[config.mk]
export PLATFORM = sky130hd
export DESIGN_NAME = exc_ctrl_mc
export DESIGN_NICKNAME = d
export VERILOG_FILES = /design/src/rtl/exc_ctrl_mc.sv
export SDC_FILE = /design/constraint.sdc
export NUM_CORES = 1
export LEC_CHECK = 0
export ABC_CLOCK_PERIOD_IN_PS = 2200
export CAP_MARGIN = 10
export CORE_MARGIN = 2
export CORE_UTILIZATION = 26
export DETAILED_ROUTE_END_ITERATION = 10
export MAX_ROUTING_LAYER = met4
export PLACE_DENSITY_LB_ADDON = 0.12
export SETUP_SLACK_MARGIN = 0.4
export SLEW_MARGIN = 15
export SYNTH_ARGS = -nofsm -noshare
export SYNTH_HDL_FRONTEND = slang
export SYNTH_SLANG_ARGS = --single-unit
[constraint.sdc]
create_clock -name clk -period 2.2 [get_ports clk]
set_input_delay 0.22 -clock clk [delete_from_list [all_inputs] [get_ports clk]]
set_output_delay 0.22 -clock clk [all_outputs]
set_load 0.02 [all_outputs]
[src/rtl/exc_ctrl_mc.sv]
// Exception controller: fixed-priority take, one-level handler, ERET return.
// Captures ELR/ESR/ESRC on entry and redirects fetch on take and return.
module exc_ctrl_mc #(
  parameter int          N     = 64,
  parameter int          NSRC  = 4,
  parameter logic [N-1:0] VBASE = 64'h0000_0000_0000_D800
) (
  input  logic              clk,
  input  logic              reset,
  input  logic [NSRC-1:0]   exc_req,
  input  logic [4*NSRC-1:0] exc_code,
  input  logic [NSRC-1:0]   exc_mask,
  input  logic              eret,
  input  logic [N-1:0]      pc_next,
  input  logic [1:0]        sysreg_sel,
  output logic              eproc,
  output logic [N-1:0]      evaddr,
  output logic [NSRC-1:0]   exc_ack,
  output logic [N-1:0]      sysreg_rdata,
  output logic              in_handler
);

  typedef enum logic [1:0] {
    S_IDLE,
    S_TAKE,
    S_HANDLER,
    S_RET
  } state_t;

  state_t         r_state;
  state_t         w_state_nxt;
  logic [N-1:0]   r_elr;
  logic [N-1:0]   r_esr;
  logic [N-1:0]   r_esrc;
  logic [NSRC-1:0] w_cand;
  logic           w_any;
  logic [3:0]     w_win_idx;
  logic [3:0]     w_win_code;
  logic [N-1:0]   w_sysreg;

  assign w_cand = exc_req & ~exc_mask;

  // Lowest-index unmasked request wins; scan high to low so low index overwrites.
  always_comb begin
    w_any      = 1'b0;
    w_win_idx  = 4'd0;
    w_win_code = 4'd0;
    for (int i = NSRC - 1; i >= 0; i--) begin
      if (w_cand[i]) begin
        w_any      = 1'b1;
        w_win_idx  = 4'(i);
        w_win_code = exc_code[4*i +: 4];
      end
    end
  end

  // State register and syndrome capture on the IDLE->TAKE edge only.
  always_ff @(posedge clk) begin
    if (reset) begin
      r_state <= S_IDLE;
      r_elr   <= '0;
      r_esr   <= '0;
      r_esrc  <= '0;
    end else begin
      r_state <= w_state_nxt;
      if (r_state == S_IDLE && w_any) begin
        r_elr  <= pc_next;
        r_esr  <= {{(N-4){1'b0}}, w_win_code};
        r_esrc <= {{(N-4){1'b0}}, w_win_idx};
      end
    end
  end

  // MRS read mux over the saved exception registers.
  always_comb begin
    w_sysreg = '0;
    unique case (sysreg_sel)
      2'b00: w_sysreg = r_elr;
      2'b01: w_sysreg = r_esr;
      2'b10: w_sysreg = r_esrc;
      2'b11: w_sysreg = '0;
    endcase
  end

  // Next state and redirect/ack outputs; everything forced quiet while reset is high.
  always_comb begin
    w_state_nxt  = r_state;
    eproc        = 1'b0;
    evaddr       = '0;
    exc_ack      = '0;
    in_handler   = 1'b0;
    sysreg_rdata = w_sysreg;
    unique case (r_state)
      S_IDLE: begin
        if (w_any) w_state_nxt = S_TAKE;
      end
      S_TAKE: begin
        eproc       = 1'b1;
        evaddr      = VBASE + (r_esrc << 7);
        in_handler  = 1'b1;
        w_state_nxt = S_HANDLER;
        for (int i = 0; i < NSRC; i++) begin
          exc_ack[i] = (r_esrc == N'(i));
        end
      end
      S_HANDLER: begin
        in_handler = 1'b1;
        if (eret) w_state_nxt = S_RET;
      end
      S_RET: begin
        eproc       = 1'b1;
        evaddr      = r_elr;
        w_state_nxt = S_IDLE;
      end
    endcase
    if (reset) begin
      eproc        = 1'b0;
      evaddr       = '0;
      exc_ack      = '0;
      in_handler   = 1'b0;
      sysreg_rdata = '0;
    end
  end

endmodule

### Word-level counts from Yosys, hierarchy flattened

Cells that the tools add are included.

* add/subtract/negate cells: 1
* eq/ne operators: 11
* multiplexer cells: 25
* bitwise logic cells: 2
* reductions and logical operators: 7

Operator list (count)
* $pmux W64 S4: 1
* $mux W64: 2
* $pmux W64 S2: 1
* $logic_not A64 Y1: 1
* $mux W4: 9
* $add A16 B11 Y17 const A: 1
* $eq A2 B2 Y1 const B: 4
* $eq A4 B2 Y1 const B: 2
* $mux W1: 8
* $pmux W2 S4: 1
* $mux W2: 3
* $and A4 B4 Y4: 1
* $eq A2 B1 Y1 const B: 2
* $eq A4 B1 Y1 const B: 1
* $logic_not A2 Y1: 2
* $ne A2 B2 Y1 const B: 2
* $not A4 Y4: 1
* $reduce_or A2 Y1: 2
* $reduce_and A2 Y1: 1
* $logic_and A1 B1 Y1: 1

* bits in registers: 74
* input bits: 93
* output and inout bits: 134
* word-level logic and storage cells: 50

### Logic depth before layout (Yosys ltp)

Gate-level depths: netlist (run 1).

* word-level depth: 8
* depth in mapped cells: 8
* depth with buffers taken out: 6

### Worst setup path after synthesis (run 1)

No wires, ideal clock.

* kind: register to output
* start: register r_state[0]
* end: output evaddr[10]
* data arrival time: 1.317 ns
* required time: 1.980 ns
* slack: 0.663 ns
* stages on the path, launching flop included: 6
* buffers on the path: 2
* path through: dfxtp_1 -> ha_1 -> nor2b_1 -> clkbuf_1 -> clkbuf_1 -> and2_1

* longest elaborated chain between the ends: 3
* elaborated cells between the ends (all ways): 4
* those cells by class: eq/ne (2); mux (2)

Ends and longest elaborated chain
* from (decl): line 30 `state_t r_state;`
* from (signal assigned): line 65 `r_state <= w_state_nxt;`
* $eq A2 B2 Y1 or $eq A2 B1 Y1 (tied branches): line 93 `unique case (r_state)`
* $pmux W64 S2 *: line 93
* $mux W64 *: line 116 `if (reset) begin`
* to (decl): line 17 `output logic [N-1:0] evaddr,`

Mark *: on every way between the ends. The rest lies on a longest branch, timed or not.

### Worst setup path in the final report (run 1)

* start: register r_state[1]
* end: output evaddr[33]

Same word-level chain as after synthesis.

==> metrics.cfg, run 1 <==
[status]
status=finished, final reports clean

[drt]
totalWireLength_um=14600
drc=0
route.vias.total=4210
drt_iter0_markers=157
final_antenna_net_count=0
drt-pass1-iter-count=4
viasPerCell=4.52
detail_route.wl_per_cell_um=15.7

[clocking]
cts_hold_buffers=0
numCtsBuffers=9
clkSinkCount=72
cts.path.max_buffers=2
htree_num_levels=3
cts_root_buf=clkbuf_16
clock_latency_ns=0.32
clk_pin_slew_ns=0.05
cts_tree=built

[worst_setup_path]
cp.required_ns=1.98
startpoint_type=flop
worstPathMaxFanout=6
crit_type=reg -> out
end_kind=output port
critPathArrivalTime_ns=1.76

[power_and_ir_drop]
combPwrFrac_pct=41.1
power.share.sequential_pct=33.9
switching_power_mw=2.01
power.share.clock_pct=25.0
internal-power_mw=3.55
p_leak_nw=3.59
swShare_pct=36.2
vdd_ir_drop_max_mv=0.329
power_density_nw_per_um2=789

[sta]
layout_min_cycle_time_ns=1.98
clock.fmax_ghz=0.506
tightest_slew_ns=0.493
finalHoldViolations=0
fin_ws_ns=0.222
fin_worst_skew_ns=0.00326
finalSetupTns_ns=0
setup_viol=0
timing.final.max_slew_violations=0
rsz0062_at_grt=true
relSlewSlack_pct=67.1
fin_crit_sh_pct=89.9

[final_layout]
finalInstanceArea_sq_um=7050
drive_above_1_share_pct=30.0
n_antenna_cell=0
syn2layout_area_growth_pct=87.5
fillCellCount=1388
layout.nets=846

[floorplanning]
io_pins=227
initial_core_util_pct=26.9
die_w_um=124
die_h_um=124
coreArea_sq_um=14000
die_area_sq_um=15400
rows=43

[yosys]
synthTopCellsByArea=dfxtp_1, and2_1, nand2_1, a21oi_1, clkbuf_1
avgSynthCellArea_sq_um=7.44
netlist-cell-type-count=28
syn-num-nets=603
ys_ff_latch=72
synth_top_cell_by_area=dfxtp_1
synth_top_area_share_pct=38.3
yosysSeqAreaShare_pct=38.3
syn_area_sq_um=3760
ys.warnings.count=0
synth_cells=506

[global_routing]
antenna_found_initial=0
grt_max_degree=46
grt_use_total_pct=18.7
grt_pass1_vias=4161
grt_pass1_wl_um=22500
grt_overflow=0

[run]
drv_cap=0

[placement]
io_buffer_count=226
hpwlAfterDp_um=9850
dpl_cell_area_sq_um=6270
gp_congestion=0.793
pre_cts_ws_ns=0.0227

[min_path]
hp-class=in -> reg

==> power groups by stage <==
stage                     sequential [mW]  clock [mW]  combinational [mW]
after detailed placement             1.87           0                2.02
after global placement               1.86           0                1.98
after global routing                 1.92        1.47                2.51
after CTS                            1.88        1.43                2.24
final                                1.88        1.39                2.29
after floorplan                      1.78           0                1.25
==> worst max-delay path: stages, from the launching register on <==
cell,delay [ns]
dfxtp_2,0.34
ha_4,0.16
nor2b_4,0.13
buf_6,0.12
buf_8,0.13
buf_16,0.13
buf_4,0.14
and2_4,0.15
buf_6,0.12
==> what timing repair did <==
item                       in CTS  in global routing
hold endpoints to repair        0                  0
resized for setup             480                115
pin swaps                      11                  2
gates cloned                    6                  0
buffers inserted               17                  4
setup endpoints to repair     134                185
==> sequential cells by signal (all words and copies together), names as in the netlist <==
register	count
r_esrc	2
r_esr	4
r_elr	64
r_state	2
==> path summary, 6_finish.rpt <==
path         startpoint         end  depth (start not counted)  slack, ns
max          r_state[1]  evaddr[33]                          8       0.22
min reg2reg    r_elr[9]    r_elr[9]                          2       0.46
max reg2reg  r_state[0]    r_esr[0]                          9       0.52
min               reset   r_elr[21]                          2       0.22
==> synth_stat cells, drive strengths merged <==
library cell,instances
nand2,141
and2,118
dfxtp,72
a21oi,69
clkbuf,22
buf,16
nor2,12
nor2b,7
nand2b,6
a221oi,5
nor3,5
a21o,4
ha,4
inv,4
mux2i,4
nand3b,4
o41ai,4
a211oi,1
a22o,1
a41o,1
a41oi,1
and3,1
mux2,1
nor3b,1
o22ai,1
o32ai,1
==> cells by family (layout without fill, tap and decap cells) <==
family | after synthesis | after routing | share of synthesized area [%]
flip-flops | 72 | 72 | 38.3
multiplexers | 5 | 5 | 1.36
buffers and inverters | 42 | 287 | 5.22
adder cells (fa/ha/maj) | 4 | 4 | 1.33
AND/OR/NAND/NOR | 295 | 295 | 39.1
AO/OA/AOI/OAI | 88 | 88 | 14.7
==> routing by layer <==
metal / vias up / GRT usage (%) / part of all wire [%]
met3: 14 / 3.01 / 4.2
met5: - / - / 0
met4: 0 / 6.01 / 1.4
met2: 130 / 32.1 / 50
li1: 2110 / - / -
met1: 1956 / 22.3 / 44
==> layout make-up <==
class	count	area (sq um)	share of cell area (%)
well taps	180	225	3.19
flip-flops and latches	72	1450	20.5
clock buffers	13	280	3.97
multi-input cells	392	2340	33.2
repair buffers	270	2750	38.9
inverters	4	15.0	0.213
==> metrics by stage <==
step / total power [mW] / hold WS [ns] / util, % / std cells
2_1_floorplan: 3.03 / 0.356 / - / 506
3_3_place_gp: 3.84 / 0.451 / 44.8 / 891
3_5_place_dp: 3.90 / 0.458 / 44.8 / 891
4_1_cts: 5.54 / 0.214 / 49.9 / 927
5_1_grt: 5.91 / 0.224 / 50.4 / 931
6_report: 5.56 / 0.224 / 50.4 / 931
==> placed cells by master, fill, tap and decap left out, types with 2 or more instances in the layout <==
| master | n |
|---|---|
| clkdlybuf4s15_2 | 9 |
| and2_4 | 31 |
| buf_16 | 5 |
| nand3b_1 | 4 |
| nand2_1 | 132 |
| clkdlybuf4s50_1 | 89 |
| a21oi_1 | 69 |
| clkbuf_16 | 9 |
| clkbuf_2 | 16 |
| nand2b_4 | 3 |
| nand2_4 | 3 |
| buf_2 | 18 |
| a21o_1 | 4 |
| nand2b_1 | 3 |
| o41ai_2 | 4 |
| buf_12 | 9 |
| dlymetal6s2s_1 | 28 |
| nor2_1 | 12 |
| clkbuf_8 | 4 |
| buf_4 | 46 |
| mux2i_1 | 4 |
| nor3_1 | 3 |
| buf_6 | 43 |
| nor2b_1 | 5 |
| nand2_2 | 6 |
| nor2b_4 | 2 |
| a221oi_1 | 5 |
| inv_2 | 2 |
| dlygate4sd2_1 | 3 |
| buf_8 | 4 |
| ha_4 | 3 |
| inv_1 | 2 |
| dfxtp_1 | 70 |
| and2_1 | 87 |
Note: power is estimated with default switching activity, not from simulation.
==> run 2: changes to the inputs <==
--- a/config.mk
+++ b/config.mk
@@ -6,7 +6,6 @@
 export NUM_CORES = 1
 export LEC_CHECK = 0
 export ABC_CLOCK_PERIOD_IN_PS = 2200
-export CAP_MARGIN = 10
 export CORE_MARGIN = 2
 export CORE_UTILIZATION = 26
 export DETAILED_ROUTE_END_ITERATION = 10
==> results of run 2 <==
No change in the layout: final DEF, timing and power equal those of run 1.
==> run 3: changes to the inputs <==
--- a/config.mk
+++ b/config.mk
@@ -5,7 +5,7 @@
 export SDC_FILE = /design/constraint.sdc
 export NUM_CORES = 1
 export LEC_CHECK = 0
-export ABC_CLOCK_PERIOD_IN_PS = 2200
+export ABC_CLOCK_PERIOD_IN_PS = 2550
 export CORE_MARGIN = 2
 export CORE_UTILIZATION = 26
 export DETAILED_ROUTE_END_ITERATION = 10
==> constraint.sdc (replaced) <==
create_clock -name clk -period 2.55 [get_ports clk]
set_input_delay 0.255 -clock clk [delete_from_list [all_inputs] [get_ports clk]]
set_output_delay 0.255 -clock clk [all_outputs]
set_load 0.02 [all_outputs]
==> metrics.cfg, run 3 (same netlist as run 1, synthesis figures left out) <==
[run]
drv_cap=0  ; unchanged

[power_and_ir_drop]
vdd_ir_drop_max_mv=0.321  ; -2.2%
internal-power_mw=2.90  ; -18%
p_leak_nw=3.66  ; +2.0%
power_density_nw_per_um2=676  ; -14%
switching_power_mw=1.60  ; -21%
combPwrFrac_pct=36.6  ; -4.5 points
power.share.clock_pct=28.1  ; +3.1 points
power.share.sequential_pct=35.3  ; +1.4 points
swShare_pct=35.5  ; -0.62 points

[sta]
relSlewSlack_pct=66.0  ; -1.1 points
timing.final.max_slew_violations=0  ; unchanged
layout_min_cycle_time_ns=2.31
fin_ws_ns=0.240  ; +0.0171 ns
rsz0062_at_grt=true
fin_crit_sh_pct=90.6
setup_viol=0  ; unchanged
clock.fmax_ghz=0.433
tightest_slew_ns=0.507  ; +0.0132 ns
finalHoldViolations=0  ; unchanged
fin_worst_skew_ns=0.00491  ; +0.00165 ns
finalSetupTns_ns=0  ; unchanged

[status]
status=finished, final reports clean

[final_layout]
n_antenna_cell=0  ; unchanged
layout_common_cells=nand2_1, clkdlybuf4s50_1, and2_1
layout.nets=815  ; -3.7%
syn2layout_area_growth_pct=76.8
drive_above_1_share_pct=5.39  ; -25 points
largestRegisters=r_elr: 64 flops, r_esr: 4 flops
top_register=r_elr
multi_input_area_sq_um=2140  ; -8.3%
seq_area_sq_um=1440  ; -0.35%
largest_reg_flops=64  ; unchanged
fillCellCount=1373  ; -1.1%

[clocking]
numCtsBuffers=9  ; unchanged
clock_latency_ns=0.33  ; about the same
cts_root_buf=clkbuf_16
post_cts.repair.setup_buffers=0  ; -17
cts.path.max_buffers=2  ; unchanged
clkSinkCount=72  ; unchanged
cts_hold_buffers=0  ; unchanged
clk_pin_slew_ns=0.06  ; about the same
htree_num_levels=3  ; unchanged
cts_tree=built

[placement]
pre_cts_ws_ns=0.244  ; +0.222 ns
gp_congestion=0.818  ; +3.2%
hpwlAfterDp_um=9730  ; -1.2%
io_buffer_count=226  ; unchanged

[floorplanning]
die_area_sq_um=15400  ; unchanged
initial_core_util_pct=26.9  ; unchanged
die_h_um=124  ; unchanged
io_pins=227  ; unchanged
rows=43  ; unchanged
coreArea_sq_um=14000  ; unchanged
die_w_um=124  ; unchanged

[worst_setup_path]
regToRegSetupSlack_ns=0.69  ; +0.17 ns
end_kind=output port
startpoint_type=input port
r2r_cells=7  ; -2
reg2reg_to=r_elr[16]
rr_startpoint=r_state[0]
critPathArrivalTime_ns=2.06  ; +0.30 ns
cp.required_ns=2.30  ; +0.32 ns
crit_type=in -> out
worstPathMaxFanout=30  ; +24

[min_path]
worstHoldStart=reset
hp-class=in -> reg
hold_depth=2  ; unchanged
whs_endpoint=r_elr[51]

[drt]
route.vias.total=4070  ; -3.3%
totalWireLength_um=13800  ; -5.7%
drt_iter0_markers=127  ; -19%
viasPerCell=4.51  ; -0.33%
detail_route.wl_per_cell_um=15.3  ; -2.7%
drt-pass1-iter-count=4  ; unchanged
final_antenna_net_count=0  ; unchanged
drc=0  ; unchanged

[global_routing]
grt_use_total_pct=16.8  ; -1.9 points
grt_pass1_wl_um=20500  ; -8.5%
grt_pass1_vias=3884  ; -6.7%
grt_max_degree=61  ; +33%
grt_overflow=0  ; unchanged
antenna_found_initial=0  ; unchanged

==> run 3: worst max-delay path by stage <==
| stage | startpoint | endpoint | slack (ns) |
|---|---|---|---|
| after floorplan | r_state[0] | evaddr[10] | 0.98 |
| after detailed placement | sysreg_sel[1] | sysreg_rdata[49] | 0.24 |
| after CTS | sysreg_sel[1] | sysreg_rdata[17] | 0.23 |
| final | sysreg_sel[1] | sysreg_rdata[49] | 0.24 |
| after global placement | sysreg_sel[1] | sysreg_rdata[31] | 0.28 |
| after global routing | sysreg_sel[1] | sysreg_rdata[49] | 0.17 |
==> run 3: power by group through the flow <==
stage	combinational, mW	sequential [mW]	clock [mW]
6_report	1.65	1.59	1.27
3_3_place_gp	1.65	1.60	0
4_1_cts	1.67	1.59	1.30
5_1_grt	1.84	1.63	1.36
2_1_floorplan	1.08	1.53	0
3_5_place_dp	1.68	1.61	0
==> run 3: per-layer routing <==
metal  global-route usage (%)  vias to the layer above  routed length [um]
met4                     4.03                        0                 177
met1                     20.0                     1869                5980
met3                     4.04                       11                 787
met2                     28.5                      137                6840
li1                         -                     2053                   -
met5                        -                        -                   0
==> run 3: repair_timing <==
item                                    CTS  global route
endpoints found under the setup margin  131           102
cloned                                    0             2
resized for setup                        32            58
==> run 3: stage by stage <==
stage               total power, mW  area (sq um)  cells  hold slack [ns]  utilization (%)
floorplan                      2.61          3760    506            0.391                -
global placement               3.25          6210    885            0.447             44.4
detailed placement             3.29          6210    885            0.455             44.4
CTS                            4.56          6470    901            0.332             46.3
global route                   4.82          6650    903            0.354             47.5
finish                         4.50          6650    903            0.351             47.5
==> run 3: final cells by class <==
| type | count | share of cell area [%] |
|---|---|---|
| timing repair buffer | 239 | 37.9 |
| multi-input combinational | 392 | 32.2 |
| sequential | 72 | 21.7 |
| clock buffer | 13 | 3.91 |
| tap | 180 | 3.39 |
| clock inverter | 3 | 0.602 |
| inverter | 4 | 0.226 |
==> run 3: worst max-delay path, stage by stage <==
cell	delay (ns)
clkdlybuf4s50_1	0.52
nor3_4	0.24
clkbuf_16	0.26
and2_1	0.14
clkdlybuf4s50_1	0.62
